**config.mk**
```make
export PLATFORM = sky130hd
export DESIGN_NAME = pim_host_ctrl_flat
export DESIGN_NICKNAME = d
export VERILOG_FILES = /design/src/rtl/pim_host_pkg.sv /design/src/rtl/pim_host_ctrl_if.sv /design/src/rtl/pim_rsp_fifo.sv /design/src/rtl/pim_host_ctrl.sv /design/src/flat_wrapper.sv
export SDC_FILE = /design/constraint.sdc
export NUM_CORES = 1
export LEC_CHECK = 0
export BUFFER_PORTS_ARGS = -buffer_cell sky130_fd_sc_hd__buf_2
export CAP_MARGIN = 5
export CORE_UTILIZATION = 33
export CTS_CLUSTER_SIZE = 25
export DETAILED_ROUTE_END_ITERATION = 12
export GPL_TIMING_DRIVEN = 0
export SYNTH_ARGS = -nofsm -noshare
export SYNTH_HDL_FRONTEND = slang
export SYNTH_SLANG_ARGS = --single-unit
```
**constraint.sdc**
```tcl
create_clock -name clk -period 2.6 [get_ports clk]
set_input_delay 0.26 -clock clk [delete_from_list [all_inputs] [get_ports clk]]
set_output_delay 0.26 -clock clk [all_outputs]
set_load 0.01 [all_outputs]
```
**src/rtl/pim_host_pkg.sv**
```systemverilog
// Shared types and default widths for the my_pim host controller.
// FSM state encodings stay plain constants so legacy code can compare them directly.
package pim_host_pkg;

    localparam int unsigned ADDR_W_DEF    = 9;
    localparam int unsigned DATA_W_DEF    = 40;
    localparam int unsigned OUT_W_DEF     = 8;
    localparam int unsigned RD_LAT_DEF    = 1;
    localparam int unsigned RSP_DEPTH_DEF = 4;

    typedef logic [1:0] state_t;
    localparam state_t IDLE    = 2'd0;
    localparam state_t WR_WAIT = 2'd1;
    localparam state_t BURST   = 2'd2;

    typedef struct packed {
        logic [ADDR_W_DEF-1:0] addr;
        logic [OUT_W_DEF-1:0]  data;
    } rsp_t;

endpackage

```
**src/rtl/pim_host_ctrl_if.sv**
```systemverilog
// Command, response and my_pim signal bundle for pim_host_ctrl.
// slave = the controller itself, master = fabric plus PIM macro side.
interface pim_host_ctrl_if
    import pim_host_pkg::*;
#(
    parameter int unsigned ADDR_W = ADDR_W_DEF,
    parameter int unsigned DATA_W = DATA_W_DEF,
    parameter int unsigned OUT_W  = OUT_W_DEF
);
    logic              cmd_valid;
    logic              cmd_ready;
    logic              cmd_we;
    logic [ADDR_W-1:0] cmd_addr;
    logic [DATA_W-1:0] cmd_data;
    logic [3:0]        cmd_len;
    logic              rsp_valid;
    logic              rsp_ready;
    logic [OUT_W-1:0]  rsp_data;
    logic [ADDR_W-1:0] rsp_addr;
    logic [DATA_W-1:0] pim_data;
    logic [ADDR_W-1:0] pim_addr;
    logic              pim_we;
    logic [OUT_W-1:0]  pim_out;

    modport master (
        output cmd_valid, cmd_we, cmd_addr, cmd_data, cmd_len, rsp_ready, pim_out,
        input  cmd_ready, rsp_valid, rsp_data, rsp_addr, pim_data, pim_addr, pim_we
    );

    modport slave (
        input  cmd_valid, cmd_we, cmd_addr, cmd_data, cmd_len, rsp_ready, pim_out,
        output cmd_ready, rsp_valid, rsp_data, rsp_addr, pim_data, pim_addr, pim_we
    );

endinterface

```
**src/rtl/pim_rsp_fifo.sv**
```systemverilog
// Show-ahead synchronous response FIFO; count feeds the controller's credit check.
module pim_rsp_fifo
    import pim_host_pkg::*;
#(
    parameter int unsigned DEPTH = RSP_DEPTH_DEF,
    parameter int unsigned WIDTH = ADDR_W_DEF + OUT_W_DEF
) (
    input  logic                   clk,
    input  logic                   reset,
    input  logic                   push,
    input  logic [WIDTH-1:0]       push_data,
    input  logic                   pop,
    output logic [WIDTH-1:0]       head_data,
    output logic                   empty,
    output logic [$clog2(DEPTH):0] count
);
    localparam int unsigned PTR_W = $clog2(DEPTH);

    logic [WIDTH-1:0] mem_q [DEPTH];
    logic [PTR_W-1:0] wr_ptr_q, wr_ptr_d;
    logic [PTR_W-1:0] rd_ptr_q, rd_ptr_d;
    logic [PTR_W:0]   count_q, count_d;
    logic             full, do_push, do_pop;

    assign full    = (count_q == (PTR_W+1)'(DEPTH));
    assign empty   = (count_q == '0);
    assign do_pop  = pop && !empty;
    // A push into a full FIFO is only legal when the head leaves the same cycle.
    assign do_push = push && (!full || pop);

    always_comb begin
        wr_ptr_d = wr_ptr_q;
        rd_ptr_d = rd_ptr_q;
        count_d  = count_q;
        if (do_push) wr_ptr_d = wr_ptr_q + PTR_W'(1);
        if (do_pop)  rd_ptr_d = rd_ptr_q + PTR_W'(1);
        case ({do_push, do_pop})
            2'b10:   count_d = count_q + (PTR_W+1)'(1);
            2'b01:   count_d = count_q - (PTR_W+1)'(1);
            default: count_d = count_q;
        endcase
    end

    always_ff @(posedge clk) begin
        if (!reset) begin
            wr_ptr_q <= '0;
            rd_ptr_q <= '0;
            count_q  <= '0;
        end else begin
            wr_ptr_q <= wr_ptr_d;
            rd_ptr_q <= rd_ptr_d;
            count_q  <= count_d;
        end
    end

    always_ff @(posedge clk) begin
        if (do_push) mem_q[wr_ptr_q] <= push_data;
    end

    always_ff @(posedge clk) begin
        if (reset) assert (!(push && full && !pop));
    end

    assign head_data = mem_q[rd_ptr_q];
    assign count     = count_q;

endmodule

```
**src/rtl/pim_host_ctrl.sv**
```systemverilog
// my_pim initiator: valid/ready commands to registered pim cycles, read data back via FIFO.
// Optional burst reads are built when PIM_HOST_BURST_EN is defined.
module pim_host_ctrl
    import pim_host_pkg::*;
#(
    parameter int unsigned ADDR_W    = ADDR_W_DEF,
    parameter int unsigned DATA_W    = DATA_W_DEF,
    parameter int unsigned OUT_W     = OUT_W_DEF,
    parameter int unsigned RD_LAT    = RD_LAT_DEF,
    parameter int unsigned RSP_DEPTH = RSP_DEPTH_DEF
) (
    input  logic           clk,
    input  logic           reset,
    pim_host_ctrl_if.slave bus
);
    localparam int unsigned CNT_W  = $clog2(RSP_DEPTH) + 1;
    // Stage 0 is the cycle pim_addr is presented; the last stage samples pim_out.
    localparam int unsigned PIPE_N = RD_LAT + 1;
    localparam int unsigned SUM_W  = $clog2(RSP_DEPTH + PIPE_N + 1) + 1;

    state_t              state_q, state_d;
    logic                pim_we_q, pim_we_d;
    logic [ADDR_W-1:0]   pim_addr_q, pim_addr_d;
    logic [DATA_W-1:0]   pim_data_q, pim_data_d;
    logic [ADDR_W-1:0]   wr_addr_q, wr_addr_d;
    logic [DATA_W-1:0]   wr_data_q, wr_data_d;
    logic [PIPE_N-1:0]   vld_pipe_q, vld_pipe_d;
    logic [ADDR_W-1:0]   addr_pipe_q [PIPE_N];
    logic [ADDR_W-1:0]   addr_pipe_d [PIPE_N];
`ifdef PIM_HOST_BURST_EN
    logic [ADDR_W-1:0]   burst_addr_q, burst_addr_d;
    logic [3:0]          burst_rem_q, burst_rem_d;
`else
    logic                len_unused;
`endif

    logic [CNT_W-1:0]        fifo_count;
    logic                    fifo_empty, fifo_push, fifo_pop;
    logic [ADDR_W+OUT_W-1:0] fifo_wdata, fifo_rdata;
    logic [SUM_W-1:0]        inflight;
    logic                    has_credit, accept, issue_rd;
    logic [ADDR_W-1:0]       issue_addr;

    always_comb begin
        inflight = '0;
        for (int unsigned i = 0; i < PIPE_N; i++) inflight = inflight + SUM_W'(vld_pipe_q[i]);
        has_credit = (inflight + SUM_W'(fifo_count)) < SUM_W'(RSP_DEPTH);
    end

    assign bus.cmd_ready = (state_q == IDLE) && has_credit;
    assign accept        = bus.cmd_valid && bus.cmd_ready;

    always_comb begin
        state_d    = state_q;
        pim_we_d   = 1'b0;
        pim_addr_d = pim_addr_q;
        pim_data_d = pim_data_q;
        wr_addr_d  = wr_addr_q;
        wr_data_d  = wr_data_q;
        issue_rd   = 1'b0;
        issue_addr = pim_addr_q;
`ifdef PIM_HOST_BURST_EN
        burst_addr_d = burst_addr_q;
        burst_rem_d  = burst_rem_q;
`endif
        case (state_q)
            IDLE: begin
                if (accept && bus.cmd_we) begin
                    if (inflight == '0) begin
                        pim_we_d   = 1'b1;
                        pim_addr_d = bus.cmd_addr;
                        pim_data_d = bus.cmd_data;
                    end else begin
                        wr_addr_d = bus.cmd_addr;
                        wr_data_d = bus.cmd_data;
                        state_d   = WR_WAIT;
                    end
                end else if (accept) begin
                    issue_rd   = 1'b1;
                    issue_addr = bus.cmd_addr;
`ifdef PIM_HOST_BURST_EN
                    if (bus.cmd_len != 4'd0) begin
                        burst_addr_d = bus.cmd_addr + ADDR_W'(1);
                        burst_rem_d  = bus.cmd_len;
                        state_d      = BURST;
                    end
`endif
                end
            end
            WR_WAIT: begin
                if (inflight == '0) begin
                    pim_we_d   = 1'b1;
                    pim_addr_d = wr_addr_q;
                    pim_data_d = wr_data_q;
                    state_d    = IDLE;
                end
            end
`ifdef PIM_HOST_BURST_EN
            BURST: begin
                if (has_credit) begin
                    issue_rd     = 1'b1;
                    issue_addr   = burst_addr_q;
                    burst_addr_d = burst_addr_q + ADDR_W'(1);
                    burst_rem_d  = burst_rem_q - 4'd1;
                    if (burst_rem_q == 4'd1) state_d = IDLE;
                end
            end
`endif
            default: state_d = IDLE;
        endcase
        if (issue_rd) pim_addr_d = issue_addr;
    end

    always_comb begin
        vld_pipe_d     = {vld_pipe_q[PIPE_N-2:0], issue_rd};
        addr_pipe_d[0] = issue_addr;
        for (int unsigned i = 1; i < PIPE_N; i++) addr_pipe_d[i] = addr_pipe_q[i-1];
    end

    assign fifo_push  = vld_pipe_q[PIPE_N-1];
    assign fifo_wdata = {addr_pipe_q[PIPE_N-1], bus.pim_out};
    assign fifo_pop   = !fifo_empty && bus.rsp_ready;

    always_ff @(posedge clk) begin
        if (!reset) begin
            state_q    <= IDLE;
            pim_we_q   <= 1'b0;
            pim_addr_q <= '0;
            pim_data_q <= '0;
            wr_addr_q  <= '0;
            wr_data_q  <= '0;
            vld_pipe_q <= '0;
`ifdef PIM_HOST_BURST_EN
            burst_addr_q <= '0;
            burst_rem_q  <= '0;
`endif
        end else begin
            state_q    <= state_d;
            pim_we_q   <= pim_we_d;
            pim_addr_q <= pim_addr_d;
            pim_data_q <= pim_data_d;
            wr_addr_q  <= wr_addr_d;
            wr_data_q  <= wr_data_d;
            vld_pipe_q <= vld_pipe_d;
`ifdef PIM_HOST_BURST_EN
            burst_addr_q <= burst_addr_d;
            burst_rem_q  <= burst_rem_d;
`endif
        end
    end

    always_ff @(posedge clk) begin
        addr_pipe_q <= addr_pipe_d;
    end

`ifndef PIM_HOST_BURST_EN
    assign len_unused = ^bus.cmd_len;
`endif

    pim_rsp_fifo #(
        .DEPTH (RSP_DEPTH),
        .WIDTH (ADDR_W + OUT_W)
    ) u_rsp_fifo (
        .clk       (clk),
        .reset     (reset),
        .push      (fifo_push),
        .push_data (fifo_wdata),
        .pop       (fifo_pop),
        .head_data (fifo_rdata),
        .empty     (fifo_empty),
        .count     (fifo_count)
    );

    assign bus.rsp_valid                = !fifo_empty;
    assign {bus.rsp_addr, bus.rsp_data} = fifo_rdata;
    assign bus.pim_we                   = pim_we_q;
    assign bus.pim_addr                 = pim_addr_q;
    assign bus.pim_data                 = pim_data_q;

endmodule

```
**src/flat_wrapper.sv**
```systemverilog
// flat-port wrapper written by rule: the top's interface ports become plain ports
module pim_host_ctrl_flat import pim_host_pkg::*;
#(
    parameter int unsigned ADDR_W    = ADDR_W_DEF,
    parameter int unsigned DATA_W    = DATA_W_DEF,
    parameter int unsigned OUT_W     = OUT_W_DEF,
    parameter int unsigned RD_LAT    = RD_LAT_DEF,
    parameter int unsigned RSP_DEPTH = RSP_DEPTH_DEF
)
  (clk, reset, bus_cmd_valid, bus_cmd_we, bus_cmd_addr, bus_cmd_data, bus_cmd_len, bus_rsp_ready, bus_pim_out, bus_cmd_ready, bus_rsp_valid, bus_rsp_data, bus_rsp_addr, bus_pim_data, bus_pim_addr, bus_pim_we);
  pim_host_ctrl_if #(.ADDR_W(ADDR_W), .DATA_W(DATA_W), .OUT_W(OUT_W)) bus_i ();
  input  logic clk;
  input  logic reset;
  input wire logic [$bits(bus_i.cmd_valid)-1:0] bus_cmd_valid;
  input wire logic [$bits(bus_i.cmd_we)-1:0] bus_cmd_we;
  input wire logic [$bits(bus_i.cmd_addr)-1:0] bus_cmd_addr;
  input wire logic [$bits(bus_i.cmd_data)-1:0] bus_cmd_data;
  input wire logic [$bits(bus_i.cmd_len)-1:0] bus_cmd_len;
  input wire logic [$bits(bus_i.rsp_ready)-1:0] bus_rsp_ready;
  input wire logic [$bits(bus_i.pim_out)-1:0] bus_pim_out;
  output wire logic [$bits(bus_i.cmd_ready)-1:0] bus_cmd_ready;
  output wire logic [$bits(bus_i.rsp_valid)-1:0] bus_rsp_valid;
  output wire logic [$bits(bus_i.rsp_data)-1:0] bus_rsp_data;
  output wire logic [$bits(bus_i.rsp_addr)-1:0] bus_rsp_addr;
  output wire logic [$bits(bus_i.pim_data)-1:0] bus_pim_data;
  output wire logic [$bits(bus_i.pim_addr)-1:0] bus_pim_addr;
  output wire logic [$bits(bus_i.pim_we)-1:0] bus_pim_we;
  assign bus_i.cmd_valid = bus_cmd_valid;
  assign bus_i.cmd_we = bus_cmd_we;
  assign bus_i.cmd_addr = bus_cmd_addr;
  assign bus_i.cmd_data = bus_cmd_data;
  assign bus_i.cmd_len = bus_cmd_len;
  assign bus_i.rsp_ready = bus_rsp_ready;
  assign bus_i.pim_out = bus_pim_out;
  assign bus_cmd_ready = bus_i.cmd_ready;
  assign bus_rsp_valid = bus_i.rsp_valid;
  assign bus_rsp_data = bus_i.rsp_data;
  assign bus_rsp_addr = bus_i.rsp_addr;
  assign bus_pim_data = bus_i.pim_data;
  assign bus_pim_addr = bus_i.pim_addr;
  assign bus_pim_we = bus_i.pim_we;
  pim_host_ctrl #(.ADDR_W(ADDR_W), .DATA_W(DATA_W), .OUT_W(OUT_W), .RD_LAT(RD_LAT), .RSP_DEPTH(RSP_DEPTH)) u_core (.clk(clk), .reset(reset), .bus(bus_i));
endmodule
```
# Yosys cells after proc, flatten, opt, wreduce, memory -nomap -nowiden
# Memory sizes are Yosys's and may differ from the RTL's. A register that Yosys moved wholly into a read port is not among the register bits.
# Index checks and enable logic that the tools add are counted.
[classes] eq_ne=11 reduce_logical=19 muxes=27 bitwise_logic=1 magnitude_cmp=1 add_sub_neg=6
[ops] operator="40-bit 2-to-1 mux" count=3
[ops] operator="40-bit one-hot mux with 2 select lines" count=1
[ops] operator="9-bit 2-to-1 mux" count=7
[ops] operator="9-bit one-hot mux with 2 select lines" count=1
[ops] operator="2-bit 2-to-1 mux" count=5
[ops] operator="4-bit AND reduction" count=2
[ops] operator="1-bit 2-to-1 mux" count=7
[ops] operator="1-bit logical AND" count=6
[ops] operator="2-bit inequality test, second input constant" count=3
[ops] operator="3-bit by 2-bit inequality test with 1-bit output, second input constant" count=2
[ops] operator="3-bit one-hot mux with 2 select lines" count=1
[ops] operator="3-bit AND reduction" count=2
[ops] operator="2-bit by 1-bit adder with 2-bit output, second input constant" count=2
[ops] operator="4-bit by 3-bit adder with 4-bit output" count=1
[ops] operator="2-bit by 1-bit == test with 1-bit output, second input constant" count=2
[ops] operator="4-bit logical NOT" count=1
[ops] operator="4-bit by 3-bit < comparator with 1-bit output, second input constant" count=1
[ops] operator="2-bit one-hot mux with 2 select lines" count=1
[ops] operator="2-bit nonzero test" count=2
[ops] operator="3-bit by 1-bit adder with 3-bit output, second input constant" count=1
[ops] operator="3-bit == test, second input constant" count=1
[ops] operator="3-bit logical NOT" count=1
[ops] operator="3-bit by 1-bit inequality test with 1-bit output, second input constant" count=1
[ops] operator="3-bit nonzero test" count=1
[ops] operator="9 further kinds" count=10
[word_totals] wordCells=78 output_inout_bits=69 mem_count=1 input_bits=66 mem_bits_rw=68 reg_bits=128
[memory_table] name="u_core.u_rsp_fifo.mem_q" words=4 word_bits=17 read_ports=1 rd_clocked_by_memory_dff=1 write_ports=1 line_no="pim_rsp_fifo.sv:19" source="logic [WIDTH-1:0] mem_q [DEPTH];"

# Longest topological paths before layout
# Gate-level depths: netlist of run 1.
[logic_depth] ltp_word=10 mapped_depth=9 ltp_nobuf=9

# Modules after synthesis
# A second synthesis of run 1 with hierarchy kept.
[unflattened] hier_cells=882 hier_area_um2=9036.2
[modules_own_cells] mod="pim_host_ctrl" area_per_inst_um2=6083.3 instances=1 cells_each=740 seq_area_each_um2=2402.3
[modules_own_cells] mod="pim_rsp_fifo" area_per_inst_um2=2952.8 instances=1 cells_each=142 seq_area_each_um2=2222.1

# Worst setup path before layout of run 1
# OpenSTA, ideal clock, no wires.
[synth_timing] kind="reg2reg" startpoint="register u_core.u_rsp_fifo.count_q[2] (netlist: u_core.u_rsp_fifo.count[2])" endpoint="register u_core.u_rsp_fifo.count_q[2] (netlist: u_core.u_rsp_fifo.count[2])" setup_slack_ns=0.541 period_less_slack_ns=2.059 required_time_ns=2.529 setup_time_ns=0.071 n_path_buf=0 path_stages_with_launch=10 t_arrival_ns=1.988 path_cell_list="dfxtp_1 -> nor4b_1 -> nor2_1 -> inv_1 -> ha_1 -> inv_1 -> fa_1 -> xor2_1 -> or3_1 -> a21oi_1"
[synth_via] elab_chain_len=7 word_cells_on_any_way=14 cone_classes="add/sub: 2; eq/ne: 3; mux: 1; reduce/logical: 8"
[synth_rtl] item="from (decl)" line_no="pim_rsp_fifo.sv:22" source="logic [PTR_W:0] count_q, count_d;"
[synth_rtl] item="from (signal assigned)" line_no="pim_rsp_fifo.sv:52" source="count_q <= count_d;"
[synth_rtl] item="3-bit logical NOT" line_no="pim_rsp_fifo.sv:26" source="assign empty = (count_q == '0);"
[synth_rtl] item="1-bit logical NOT" line_no="pim_rsp_fifo.sv:27, pim_host_ctrl.sv:122"
[synth_rtl] item="1-bit logical AND" line_no="pim_host_ctrl.sv:122" source="assign fifo_pop = !fifo_empty && bus.rsp_ready;"
[synth_rtl] item="1-bit logical OR" line_no="pim_rsp_fifo.sv:29" source="assign do_push = push && (!full || pop);"
[synth_rtl] item="1-bit logical AND" line_no="pim_rsp_fifo.sv:29"
[synth_rtl] item="2-bit by 1-bit == test with 1-bit output / 2-bit == test (equally long branches)" line_no="pim_rsp_fifo.sv:37" source="case ({do_push, do_pop})"
[synth_rtl] item="3-bit one-hot mux with 2 select lines / 2-bit nonzero test (equally long branches)"
# Several ways; a longest one is shown, not always the timed one.
# A chain may end at the register's enable or synchronous reset.

==> metrics.txt, run 1 <==
status complete, no violations; Yosys top cell by area dfxtp_1; Core ar. 21890 µm²; Avg Cell Area, Syn 12.60 µm²; HPWL after DPL 11280 µm; most frequent cell after synthesis dfxtp_1; I/O pin cnt 135; routed len/inst 15.73 µm; Util after Layout 0.4110; Synth Area in Compound Gates 0.09846; Worst-path clk slew 70 ps; Post-synth EDFFs 68; Slew @ Worst Pin 876.9 ps; sw frac 0.2483; router iterations before antenna repair 4; minimum clock period 2439 ps; CTS sink cnt 197; pre-CTS WS 246.2 ps; final worst-path setup slack 160.7 ps; total power per unit cell area 750.9 nW/µm²; hold buffers post-CTS 0; final hold viol count 0; Die ar. 22940 µm²; final hold slack 46.51 ps; Overflow after GRT 0; setup bufs post-CTS 0; WL met3 1206 µm; antenna violations before repair 5; Setup-failing EPs final 0; met1 wire length 7171 µm; VDD IR max 0.4147 mV; CTS tree built; clock latency on the worst-skew pair 440 ps; type of the worst setup path flop to output pin; max-cap viol count 0; die height 151.5 µm; synth unique cells 35; crit-path max cell delay 510 ps; number of gates resized after cts 0; Seq/Total Area, Yosys 0.6274; Longest Clk Path Bufs 2; Achievable Freq 410.0 MHz; first-pass GRT wire length 25590 µm; ANT nets after route 0; ys async rst share 0; adder-cell share of the synthesized area 0.01630; DR iter-0 viols 238; Final Routed Wirelength 16180 µm; # rows 54; Yosys warning count 0; max_slew headroom 0.4154; Clock Power Share 0.404; Max Used Layer met5; cell count after synthesis 585; mux cell area share after synthesis 0.1336; DRC viols 0; IO buf count 130; Initial Utilization 0.3367; Area Overhead vs Synth 22.05%; vias in the first global route 4931; Critical Path Fanout Max 10; Crit path max-delay family buffers and inverters; Hold WC Path Type primary input to flop; Comb pwr share 0.093; CP Cell Sequence buf_1 > clkbuf_1 > mux4_2 > buf_2; WP data required 2340 ps; Simple-Gate Fraction of Synth Area 0.08572; WL met2 7587 µm; Reg power frac 0.503; Arr. time, crit path 2180 ps; Pleak 0.003293 µW; Mapped Area 7371 µm²; period utilization 0.9382; CTS buffer count 17; largest family of logic cells by synthesized area multiplexers; nets@finish 809; layout cells sized above 1 0.2677; Slowest-stage cell, CP clkbuf_1; Worst Setup End Kind output pin; fill count 2099; CP Launch Type flop; Vias/cell 4.787; crit path buf inv count 3; CTS Root Cell clkbuf_16; die width 151.5 µm; vias post-DR 4926; Switch Pwr 1677 µW; pin count of the biggest net entering global routing 20; top post-synthesis cells by area dfxtp_1, edfxtp_1, mux2i_1; post-synth net total 660; P_int 5078 µW; Synth Flop Type dfxtp_1; Final Slew Violations 0; worst-case clock skew 13.59 ps; Total Routing Usage GR 0.1470; Setup TNS 0 ps; synth cell count leaders dfxtp_1, edfxtp_1, nand2_1; Yosys reg bits 197; R2R setup slack 250 ps; CTS H-tree depth 4; placer congestion estimate 0.7593; XOR/XNOR share of the synthesized area 0.005941; post-synth top area share 0.3504; RSZ-0062 raised after global routing false
sequential cells by signal, summed over array words and instances, names as in the netlist, named ones only:
register,cells
u_core.addr_pipe_d,9
u_core.wr_addr_q,9
u_core.bus.pim_we,1
u_core.addr_pipe_q,9
u_core.u_rsp_fifo.mem_q,68
u_core.bus.pim_data,40
u_core.wr_data_q,40
u_core.u_rsp_fifo.count,3
u_core.state_q,1
u_core.u_rsp_fifo.wr_ptr_q,2
u_core.bus.pim_addr,9
u_core.u_rsp_fifo.rd_ptr_q,2
u_core.vld_pipe_q,2
cells in the final DEF, fill, tap and decap left out, types with 19 or more instances in the layout:
master and n:
o2bb2ai_1 40, edfxtp_1 68, nand2_1 52, dfxtp_1 129, o21ai_0 31, clkbuf_1 31
nand3_1 50, buf_2 138, nor2_1 22, o21ai_1 19, mux2i_1 50
cells by family after synthesis:
logic type	count (synthesis)
flops	197
xor+xnor	5
buf+inv	55
simple gates	137
compound gates	106
mux	76
fa+ha+maj	9
metal layers:
| metal | up-vias | GRT usage |
|---|---|---|
| met3 | 22 | 0.05719 |
| met1 | 2323 | 0.1753 |
| met2 | 137 | 0.2445 |
| li1 | 2440 | - |
| met5 | - | 0 |
| met4 | 4 | 0.04150 |
stage by stage:
step	cells	total power (µW)	instance area, µm²
floorplan	585	3840	7371
global placement	995	4100	8372
detailed placement	995	4107	8372
CTS	1027	6833	8991
global route	1029	7047	8996
finish	1029	6755	8996
worst register-to-register path, cell delays in order, from the launching register on:
cell and delay (ps):
dfxtp_1 310, ha_1 200, ha_1 280, and3_1 220
o41ai_2 390, nand3_1 280, clkbuf_1 340, o2bb2ai_1 250
power by group through the flow:
| stage | clock [µW] | combinational (µW) | sequential, µW |
|---|---|---|---|
| 5_1_grt | 2920 | 706 | 3420 |
| 2_1_floorplan | 0 | 365 | 3480 |
| 6_report | 2730 | 627 | 3400 |
| 3_3_place_gp | 0 | 637 | 3460 |
| 4_1_cts | 2790 | 641 | 3400 |
| 3_5_place_dp | 0 | 638 | 3470 |
worst paths after layout:
kind                                             from                            end  cells after the start
worst max-delay path                             flop                bus_rsp_addr[4]                      4
worst min-delay path                   bus_pim_out[7]  u_core.u_rsp_fifo.mem_q[0][7]                      1
worst max register to register   u_core.vld_pipe_q[1]         u_core.bus.pim_data[2]                      7
worst min register to register  u_core.addr_pipe_d[8]          u_core.addr_pipe_q[8]                      0
final cells by class:
| cell class | count | area [µm²] | area share |
|---|---|---|---|
| Sequential cell | 197 | 4624 | 0.5140 |
| Multi-Input combinational cell | 333 | 2506 | 0.2786 |
| Timing Repair Buffer | 130 | 650.6 | 0.07232 |
| Clock buffer | 19 | 432.9 | 0.04812 |
| Tap cell | 280 | 350.3 | 0.03894 |
| Buffer | 44 | 198.9 | 0.02211 |
| Clock inverter | 13 | 186.4 | 0.02072 |
| Inverter | 11 | 41.29 | 0.004590 |
| Antenna cell | 2 | 5.005 | 0.0005563 |
Note: power is estimated with default switching activity, not from simulation.
==> inputs of run 2 (changes only) <==
Settings changed: CORE_UTILIZATION 33 to 55, PLACE_DENSITY set to 0.79.
==> metrics.txt, run 2 (same netlist as run 1, synthesis figures left out) <==
status complete, no violations (unchanged); pre-CTS WS 307.3 ps (was 246.2 ps); placer congestion estimate 0.8418 (was 0.7593); IO buf count 130 (unchanged); worst-case clock skew 6.982 ps (was 13.59 ps); final hold viol count 0 (unchanged); Reg power frac 0.521 (was 0.503); ANT nets after route 0 (unchanged); CTS Root Cell clkbuf_16 (unchanged); clock latency on the worst-skew pair 430 ps (was 440 ps); area used by multi-input combinational logic 2506 µm² (unchanged); Clock Power Share 0.383 (was 0.404); Slew @ Worst Pin 895.5 ps (was 876.9 ps); CTS tree built (unchanged); Die ar. 13870 µm² (was 22940 µm²); CTS sink cnt 197 (unchanged); R2R setup slack 230 ps (was 250 ps); routed len/inst 16.32 µm (was 15.73 µm); Longest Clk Path Bufs 2 (unchanged); Comb pwr share 0.096 (was 0.093); WP data required 2340 ps (about the same); Setup TNS 0 ps (unchanged); Util after Layout 0.6870 (was 0.4110); hold buffers post-CTS 0 (unchanged); Area Overhead vs Synth 19.54% (was 22.05%); # rows 41 (was 54); I/O pin cnt 135 (unchanged); Setup-failing EPs final 0 (unchanged); Worst-path clk slew 70 ps (about the same); Critical Path Fanout Max 10 (unchanged); fill count 945 (was 2099); minimum clock period 2387 ps (was 2439 ps); storage element area 4624 µm² (unchanged); sw frac 0.2421 (was 0.2483); Overflow after GRT 0 (unchanged); pin count of the biggest net entering global routing 20 (unchanged); Hold WC Path Type primary input to flop (unchanged); DR iter-0 viols 327 (was 238); Total Routing Usage GR 0.2277 (was 0.1470); nets@finish 809 (unchanged); Initial Utilization 0.5747 (was 0.3367); most common cell after layout, fill and taps aside buf_2 (unchanged); Arr. time, crit path 2130 ps (was 2180 ps); Final Routed Wirelength 14990 µm (was 16180 µm); total power per unit cell area 740.7 nW/µm² (was 750.9 nW/µm²); router iterations before antenna repair 5 (was 4); layout cells sized above 1 0.2704 (was 0.2677); CTS buffer count 17 (unchanged); most frequent cells in the layout buf_2, dfxtp_1, edfxtp_1 (unchanged); VDD IR max 0.4149 mV (was 0.4147 mV); Final Slew Violations 0 (unchanged); Antenna diodes 0 (was 2); final hold slack 50.08 ps (was 46.51 ps); vias in the first global route 5039 (was 4931); CP Launch Type flop (unchanged); R2R Path Start u_core.vld_pipe_q[1] (unchanged); die height 117.8 µm (was 151.5 µm); Min-Delay Startpoint bus_pim_out[6] (was bus_pim_out[7]); vias post-DR 5009 (was 4926); die width 117.8 µm (was 151.5 µm); HPWL after DPL 10580 µm (was 11280 µm); final worst-path setup slack 212.9 ps (was 160.7 ps); CTS H-tree depth 4 (unchanged); P_int 4946 µW (was 5078 µW); Achievable Freq 418.9 MHz (was 410.0 MHz); Switch Pwr 1580 µW (was 1677 µW); DRC viols 0 (unchanged); type of the worst setup path flop to output pin (unchanged); Most flops, register u_core.u_rsp_fifo.mem_q (unchanged); first-pass GRT wire length 24790 µm (was 25590 µm); Pleak 0.003281 µW (was 0.003293 µW); max_slew headroom 0.4030 (was 0.4154); Core ar. 12820 µm² (was 21890 µm²); Worst Setup End Kind output pin (unchanged); RSZ-0062 raised after global routing false (unchanged); setup bufs post-CTS 0 (unchanged); period utilization 0.9181 (was 0.9382); Vias/cell 5.450 (was 4.787); max-cap viol count 0 (unchanged); antenna violations before repair 0 (was 5); max FFs per register 68 (unchanged)
[run 2: final cells by class]
type	instances	share of cell area
clock inverter	12	0.01193
sequential	197	0.5249
clock buffer	20	0.05311
buffer	44	0.02272
tap	172	0.02442
timing repair buffer	130	0.07384
multi-input combinational	333	0.2844
inverter	11	0.004686
[run 2: power by group through the flow]
stage                     Clock (µW)  Combinational, µW  Sequential [µW]
after floorplan                    0                365             3480
after global placement             0                610             3460
after detailed placement           0                628             3470
after CTS                       2540                633             3400
after global routing            2670                689             3420
final                           2500                628             3400
[run 2: critical path: stages, from the launching register on]
cell,delay (ps)
dfxtp_1,300
buf_2,250
buf_2,400
mux4_2,590
buf_2,160
[run 2: what timing repair did]
item,4_1_cts,5_1_grt
resized for setup,0,2
endpoints found under the setup margin,0,5
hold endpoints to repair,0,0
[run 2: final timing paths]
path                                   end  cells after the start
min          u_core.u_rsp_fifo.mem_q[2][6]                      1
min reg2reg          u_core.addr_pipe_q[2]                      0
max reg2reg        u_core.bus.pim_data[35]                      7
max                        bus_rsp_addr[3]                      4
[run 2: routing by layer]
| layer | vias up | wire length (µm) | global-route usage |
|---|---|---|---|
| li1 | 2441 | - | - |
| met1 | 2386 | 6307 | 0.2794 |
| met2 | 155 | 7514 | 0.3853 |
| met3 | 27 | 793 | 0.04700 |
| met4 | 0 | 377 | 0.1050 |
| met5 | - | 0 | 0 |
[run 2: per-stage QoR]
stage,power [µW],cells,area (µm²)
after CTS,6573,919,8810
after global routing,6778,919,8811
after floorplan,3840,585,7371
after global placement,4069,887,8237
after detailed placement,4094,887,8237
final,6526,919,8811
==> inputs of run 3 (changes only) <==
Settings changed: CORE_UTILIZATION 55 to 50, PLACE_DENSITY 0.79 to 0.82.
Clock period 2.6 ns to 1.9 ns, I/O delays scaled along.
==> metrics.txt, run 3 (same netlist as run 1, synthesis figures left out) <==
RSZ-0062 raised after global routing true (was false); Setup-failing EPs final 45 (was 0); max-cap viol count 0 (unchanged); Die ar. 15230 µm² (was 13870 µm²); Crit path max-delay family simple AND/OR/NAND/NOR gates (was buffers and inverters); crit path buf inv count 2 (was 3); Util after Layout 0.7155 (was 0.6870); CTS sink cnt 197 (unchanged); placer congestion estimate 0.8177 (was 0.8418); WP data required 2250 ps (was 2340 ps); Overflow after GRT 0 (unchanged); Slew @ Worst Pin 758.0 ps (was 895.5 ps); CTS buffer count 17 (unchanged); Core ar. 14480 µm² (was 12820 µm²); final worst-path setup slack -99.98 ps (was 212.9 ps); Worst-path clk slew 70 ps (about the same); Setup TNS -1181 ps (was 0 ps); most numerous cell on the critical path inv_2 (was buf_2); CP Launch Type flop (unchanged); Hold WC Path Type primary input to flop (unchanged); Pleak 0.003884 µW (was 0.003281 µW); max FFs per register 68 (unchanged); status finished, violations left (was complete, no violations); HPWL after DPL 10760 µm (was 10580 µm); router iterations before antenna repair 5 (unchanged); Vias/cell 5.540 (was 5.450); most frequent cells in the layout dfxtp_1, buf_2, edfxtp_1 (was buf_2, dfxtp_1, edfxtp_1); VDD IR max 0.6531 mV (was 0.4149 mV); total power per unit cell area 932.9 nW/µm² (was 740.7 nW/µm²); layout cells sized above 1 0.3841 (was 0.2704); DRC viols 0 (unchanged); clock latency on the worst-skew pair 440 ps (was 430 ps); Area Overhead vs Synth 40.55% (was 19.54%); most common cell after layout, fill and taps aside dfxtp_1 (was buf_2); Achievable Freq 500.0 MHz; Final Power 9665 µW (was 6526 µW); die width 123.4 µm (was 117.8 µm); CP Cell Sequence nor4b_4 > nor2_4 > inv_2 > ha_4 > inv_2 > fa_2 > xor2_1 > or3_1 > a21oi_1 (was buf_2 > buf_2 > mux4_2 > buf_2); vias in the first global route 5564 (was 5039); Longest Clk Path Bufs 2 (unchanged); max_slew headroom 0.4947 (was 0.4030); type of the worst setup path flop to flop (was flop to output pin); Critical Path Fanout Max 3 (was 10); IO buf count 130 (unchanged); pin count of the biggest net entering global routing 19 (was 20); ANT nets after route 0 (unchanged); routed len/inst 18.66 µm (was 16.32 µm); Final Slew Violations 0 (unchanged); die height 123.4 µm (was 117.8 µm); I/O pin cnt 135 (unchanged); Most flops, register u_core.u_rsp_fifo.mem_q (unchanged); Arr. time, crit path 2350 ps (was 2130 ps); # rows 44 (was 41); final hold viol count 0 (unchanged); antenna violations before repair 2 (was 0); DR iter-0 viols 308 (was 327); failing checks setup timing; CTS H-tree depth 4 (unchanged); crit-path max cell delay 370 ps (was 590 ps); CTS tree built (unchanged); Slowest-stage cell, CP dfxtp_4 (was mux4_2); Initial Utilization 0.5091 (was 0.5747); nets@finish 869 (was 809); minimum clock period 2000 ps; worst-case clock skew 11.26 ps (was 6.982 ps); vias post-DR 5501 (was 5009); first-pass GRT wire length 27770 µm (was 24790 µm); Worst Setup End Kind flop (was output pin); period utilization 1.053; Final Routed Wirelength 18530 µm (was 14990 µm); CTS Root Cell clkbuf_16 (unchanged); Total Routing Usage GR 0.2428 (was 0.2277)
[run 3: metal layers]
layer,track usage,share of wire,vias to the layer above
met5,0,0,-
li1,-,-,2569
met4,0.1250,0.030,0
met2,0.4228,0.51,208
met1,0.2740,0.41,2681
met3,0.06135,0.053,43
[run 3: worst reg2reg max path, stage by stage, from the launching register on]
cell and delay [ps]:
dfxtp_4 370, nor4b_4 300, nor2_4 50, inv_2 70, ha_4 140, inv_2 40
fa_2 330, xor2_1 160, or3_1 320, a21oi_1 140
[run 3: what timing repair did]
action,CTS,global route
resized for setup,105,81
setup endpoints to repair,191,162
hold endpoints to repair,59,0
gates cloned,6,3
pin swaps,23,11
buffers inserted,12,8
hold buffers,35,0
[run 3: cell type report]
type	instances	area, µm²
repair buffers	193	1498
clock buffers	19	432.9
multi-input cells	333	2975
clock inverters	13	163.9
diodes	2	5.005
inverters	11	41.29
well taps	184	230.2
plain buffers	41	372.9
flip-flops and latches	197	4641
fillers	916	4119
[run 3: metrics by stage]
step	hold WS, ps	instances	setup slack, ps	area [µm²]
after floorplan	288.9	585	-18.04	7415
after global placement	310.2	899	-267.8	8295
after detailed placement	312.1	899	-333.3	8295
after CTS	0.07633	982	-125.5	9937
after global routing	12.19	993	-162.4	10360
final	14.77	993	-99.98	10360
[run 3: where the power goes]
group | total, µW | internal [µW] | switching [µW] | leakage, µW
Sequential | 4680 | 4550 | 131 | 0.00167
Combinational | 1310 | 704 | 609 | 0.00192
Clock | 3670 | 1990 | 1680 | 0.000290
Total | 9670 | 7240 | 2420 | 0.00388
[run 3: final timing paths]
path                                    from                    endpoint  slack [ps]  cells past startpoint
setup / recovery  u_core.u_rsp_fifo.count[1]  u_core.u_rsp_fifo.count[2]        -100                      9
hold / removal              bus_cmd_data[22]        u_core.wr_data_q[22]          10                      3
setup reg to reg  u_core.u_rsp_fifo.count[1]  u_core.u_rsp_fifo.count[2]        -100                      9
hold reg to reg        u_core.addr_pipe_d[1]       u_core.addr_pipe_q[1]         320                      0
